**src/rtl/i2c_glitch_filter_mc.sv**
```systemverilog
// Multi-channel glitch filter: synchronise, run-length qualify, strobe edges, count glitches.
// Latency: SYNC_STAGES + max(filt_len,1) edges from first sampling edge to out_filt.
// Backpressure: none; free-running, consumes a new sample every clock.
module i2c_glitch_filter_mc #(
    parameter int   NUM_CH      = 2,
    parameter int   SYNC_STAGES = 2,
    parameter int   CNT_W       = 4,
    parameter int   GCNT_W      = 8,
    parameter logic RESET_VAL   = 1'b1
) (
    input  logic                     clk,
    input  logic                     rst,
    input  logic [CNT_W-1:0]         filt_len,
    input  logic                     clr_gcnt,
    input  logic [NUM_CH-1:0]        in_raw,
    output logic [NUM_CH-1:0]        out_filt,
    output logic [NUM_CH-1:0]        rise_pulse,
    output logic [NUM_CH-1:0]        fall_pulse,
    output logic [NUM_CH*GCNT_W-1:0] glitch_cnt
);

    localparam logic [GCNT_W-1:0] GCNT_MAX = '1;

    logic [SYNC_STAGES-1:0][NUM_CH-1:0] sync_q, sync_d;
    logic [NUM_CH-1:0]                  filt_q, filt_d;
    logic [NUM_CH-1:0]                  rise_q, rise_d;
    logic [NUM_CH-1:0]                  fall_q, fall_d;
    logic [NUM_CH-1:0][CNT_W-1:0]       cnt_q, cnt_d;
    logic [NUM_CH-1:0][GCNT_W-1:0]      gcnt_q, gcnt_d;

    // Effective length, widened by one bit so cnt + 1 can never wrap in the compare.
    logic [CNT_W:0] len_eff;
    logic [CNT_W:0] cnt_inc;
    logic           s_bit;

    // Next-state: synchroniser shift, per-channel qualifier, glitch accounting.
    always_comb begin
        sync_d  = sync_q;
        filt_d  = filt_q;
        rise_d  = '0;
        fall_d  = '0;
        cnt_d   = cnt_q;
        gcnt_d  = gcnt_q;
        cnt_inc = '0;
        s_bit   = 1'b0;
        len_eff = (filt_len == '0) ? {{CNT_W{1'b0}}, 1'b1} : {1'b0, filt_len};

        sync_d[0] = in_raw;
        for (int k = 1; k < SYNC_STAGES; k++) begin
            sync_d[k] = sync_q[k-1];
        end

        for (int i = 0; i < NUM_CH; i++) begin
            s_bit   = sync_q[SYNC_STAGES-1][i];
            cnt_inc = {1'b0, cnt_q[i]} + {{CNT_W{1'b0}}, 1'b1};
            if (s_bit != filt_q[i]) begin
                if (cnt_inc >= len_eff) begin
                    filt_d[i] = s_bit;
                    cnt_d[i]  = '0;
                    rise_d[i] = s_bit;
                    fall_d[i] = ~s_bit;
                end else begin
                    cnt_d[i] = cnt_inc[CNT_W-1:0];
                end
            end else begin
                cnt_d[i] = '0;
                // A run that ended before qualifying was a glitch.
                if (cnt_q[i] != '0 && gcnt_q[i] != GCNT_MAX) begin
                    gcnt_d[i] = gcnt_q[i] + {{(GCNT_W-1){1'b0}}, 1'b1};
                end
            end
        end

        // Clear takes priority over a glitch detected in the same cycle.
        if (clr_gcnt) begin
            gcnt_d = '0;
        end
    end

    // State registers with synchronous reset to the idle bus level.
    always_ff @(posedge clk) begin
        if (rst) begin
            sync_q <= {SYNC_STAGES{{NUM_CH{RESET_VAL}}}};
            filt_q <= {NUM_CH{RESET_VAL}};
            rise_q <= '0;
            fall_q <= '0;
            cnt_q  <= '0;
            gcnt_q <= '0;
        end else begin
            sync_q <= sync_d;
            filt_q <= filt_d;
            rise_q <= rise_d;
            fall_q <= fall_d;
            cnt_q  <= cnt_d;
            gcnt_q <= gcnt_d;
        end
    end

    assign out_filt   = filt_q;
    assign rise_pulse = rise_q;
    assign fall_pulse = fall_q;
    assign glitch_cnt = gcnt_q;

endmodule
```
**config.mk**
```make
export PLATFORM = sky130hd
export DESIGN_NAME = i2c_glitch_filter_mc
export DESIGN_NICKNAME = d
export VERILOG_FILES = /design/src/rtl/i2c_glitch_filter_mc.sv
export SDC_FILE = /design/constraint.sdc
export NUM_CORES = 1
export LEC_CHECK = 0
export BUFFER_PORTS_ARGS = -buffer_cell sky130_fd_sc_hd__buf_2
export CORE_MARGIN = 2
export CORE_UTILIZATION = 30
export CTS_BUF_LIST = sky130_fd_sc_hd__clkbuf_16
export CTS_CLUSTER_DIAMETER = 60
export DETAILED_ROUTE_END_ITERATION = 10
export GPL_TIMING_DRIVEN = 0
export PLACE_DENSITY_LB_ADDON = 0.05
export RECOVER_POWER = 25
export REMOVE_ABC_BUFFERS = 1
export SYNTH_ARGS = -nofsm -noshare
export SYNTH_HDL_FRONTEND = slang
export SYNTH_SLANG_ARGS = --single-unit
```
**constraint.sdc**
```tcl
create_clock -name clk -period 3.35 [get_ports clk]
set_clock_uncertainty 0.05 [all_clocks]
set_input_delay 0.335 -clock clk [delete_from_list [all_inputs] [get_ports clk]]
set_output_delay 0.335 -clock clk [all_outputs]
set_load 0.02 [all_outputs]
```
==> metrics.cfg <==
[finish]
layout-drive-gt1-share_pct=16.7
final_util_pct=37.1
diodes=0
multi_input_area_um2=961
area_growth_pct=18.8
seq_area_um2=681
finalNetCount=246
fill_cells=576

[placement]
dp.final_hpwl_mm=2.71
gp_congestion=0.802
portBuffers=30
pre_cts_ws_ns=1.24

[setup_path]
critPathMaxFanout=5
worstSetupEndpointType=flip-flop
start_kind=flip-flop
worstSetupPathType=flip-flop to flip-flop
required_ns=3.51
cp.arrival_ns=2.26

[logic_synthesis]
synth_adder_area_share_pct=10.2
synth_flop_cell=dfxtp_1
yosysTopAreaCell=dfxtp_1
synth_edf_count=0
synth_cell_types=41
ys_top_cells_by_area=dfxtp_1, ha_1, nor2_1
synthCells=191
synth_simple_gate_area_share_pct=23.5
synth_seq_cells=34
synth_top_family_by_area=simple AND/OR/NAND/NOR gates
synth_top_cells_by_count=dfxtp_1, nor2_1, ha_1
ys_seq_area_share_pct=39.6
ys.warnings.count=0
synth-compound-area-share_pct=15.9
synth.cell_area_um2=1720
synth.most_common_cell=dfxtp_1
ys_async_sr_fraction_pct=0
syn_avg_cell_area_um2=9.00
synth_mux_area_share_pct=1.75
synth.top_cell.area_share_pct=39.6
synthXorXnorAreaFrac_pct=4.59

[timing]
fin_crit_ns=2.10
setup_viol=0
min_period_over_period_pct=62.8
clock.fmax_mhz=476
slew-limit-headroom_pct=62.3
max_slew.worst_pin.slew_ns=0.565
slew_violations=0
rsz0062_at_grt=no
setup_slack_ns=1.25
hold_viol=0
tns_ns=0

[global_route]
antenna_found_initial=0
globalRoute.totalOverflow=0
grt_pass1_vias=1354
grt_pass1_wl_mm=6.24
grt_usage_pct=12.6
grt_max_degree=16

[floorplan]
rows=27
core_um2=5510
dieHeight_um=79.7
die_area_um2=6350
start_util_pct=31.2
die_w_um=79.7
ios=31

[cts]
path_clk_slew_ns=0.05
postCtsResizedCells=0
htree_levels=2
cts_hold_buf=0
clockRootBuffer=clkbuf_16
cts_tree=done
post_cts_buffers=0
cts_buffers=5
cts.sink_count=34
clockBufferDepth=2
clock_latency_ns=0.27

[power]
pwr-share-seq_pct=47.6
max-vdd-ir-drop_mv=0.218
swShare_pct=20.5
power.leakage_nw=0.849
switching_power_uw=177
clkPwrFrac_pct=47.9
comb_power_share_pct=4.4
powerDensity_nw_per_um2=424
p_int_uw=687

[outcome]
status=completed

[detailed_routing]
firstDrtPassIters=4
routed_via_density=5.00
drt-initial-drc-count=59
drt-total-wl_mm=3.62
drc=0
wl_per_cell_um=12.3
vias=1470
ant_nets=0

[worst_hold_path]
hp-class=primary input to flip-flop

[run]
maxCapViolCount=0

==> final timing paths <==
check / slack (ns) / endpoint / start / depth (start not counted)
min reg2reg: 0.37 / sync_q[2] / sync_d[2] / 1
max: 1.25 / cnt_q[6] / cnt_q[4] / 7
min: 0.19 / sync_d[2] / in_raw[0] / 2
max reg2reg: 1.25 / cnt_q[6] / cnt_q[4] / 7
==> power by group through the flow <==
| stage | Sequential, mW | Clock [mW] | Combinational, mW |
|---|---|---|---|
| 2_1_floorplan | 0.420 | 0 | 0.0242 |
| 3_3_place_gp | 0.420 | 0 | 0.0385 |
| 3_5_place_dp | 0.420 | 0 | 0.0394 |
| 4_1_cts | 0.411 | 0.431 | 0.0395 |
| 5_1_grt | 0.412 | 0.449 | 0.0445 |
| 6_report | 0.412 | 0.415 | 0.0385 |
==> final cells by class <==
| cell class | count | area share (%) |
|---|---|---|
| clock inverters | 1 | 0.184 |
| well taps | 72 | 4.41 |
| flip-flops and latches | 34 | 33.3 |
| multi-input cells | 140 | 47.1 |
| repair buffers | 30 | 6.68 |
| inverters | 12 | 2.21 |
| clock buffers | 5 | 6.13 |
==> through the flow <==
stage / cell area (um^2) / power, mW / hold WS, ns / cells
after floorplan: 1690 / 0.444 / 0.339 / 186
after global placement: 1930 / 0.458 / 0.344 / 288
after detailed placement: 1930 / 0.459 / 0.354 / 288
after CTS: 2060 / 0.882 / 0.186 / 294
after global routing: 2040 / 0.905 / 0.194 / 294
final: 2040 / 0.865 / 0.192 / 294
==> routing by layer <==
layer / global-route usage, % / part of all wire, % / wire (um)
met5: 0 / 0 / 0
met4: 6.38 / 1.7 / 61
met1: 15.3 / 47 / 1720
met2: 20.6 / 46 / 1670
met3: 3.28 / 4.8 / 173
==> flip-flops by register name (all words and copies together) (netlist names) <==
register    count
glitch_cnt     16
out_filt        2
cnt_q           8
rise_pulse      2
fall_pulse      2
sync_q          1
s_bit           1
sync_d          2
==> cells in the final DEF, fill, tap and decap left out, types with 3 or more instances in the layout <==
cell,count
clkbuf_16,5
a21oi_1,12
or2_2,5
nor2_1,18
o21ai_0,6
nor2b_1,8
o31ai_1,4
buf_2,19
nand4_1,4
or3_1,3
dfxtp_1,34
nand2_1,10
ha_1,14
inv_1,12
or4_1,5
xnor2_1,5
mux2i_1,3
nand3_1,8
clkbuf_1,11
nor3_1,3
xor2_1,4
a31o_2,4
==> kinds of logic after synthesis <==
kind of cell / Yosys count
simple gates: 74
flops: 34
compound gates: 40
xor+xnor: 9
buf+inv: 17
mux: 3
fa+ha+maj: 14
==> worst max-delay path, stage by stage (launching register included) <==
cell      delay (ns)
dfxtp_1         0.41
ha_1            0.22
xor2_1          0.20
ha_1            0.27
a21oi_1         0.13
o21ai_0         0.14
a2111o_1        0.50
nor2b_1         0.12
Note: power is estimated with default switching activity, not from simulation.
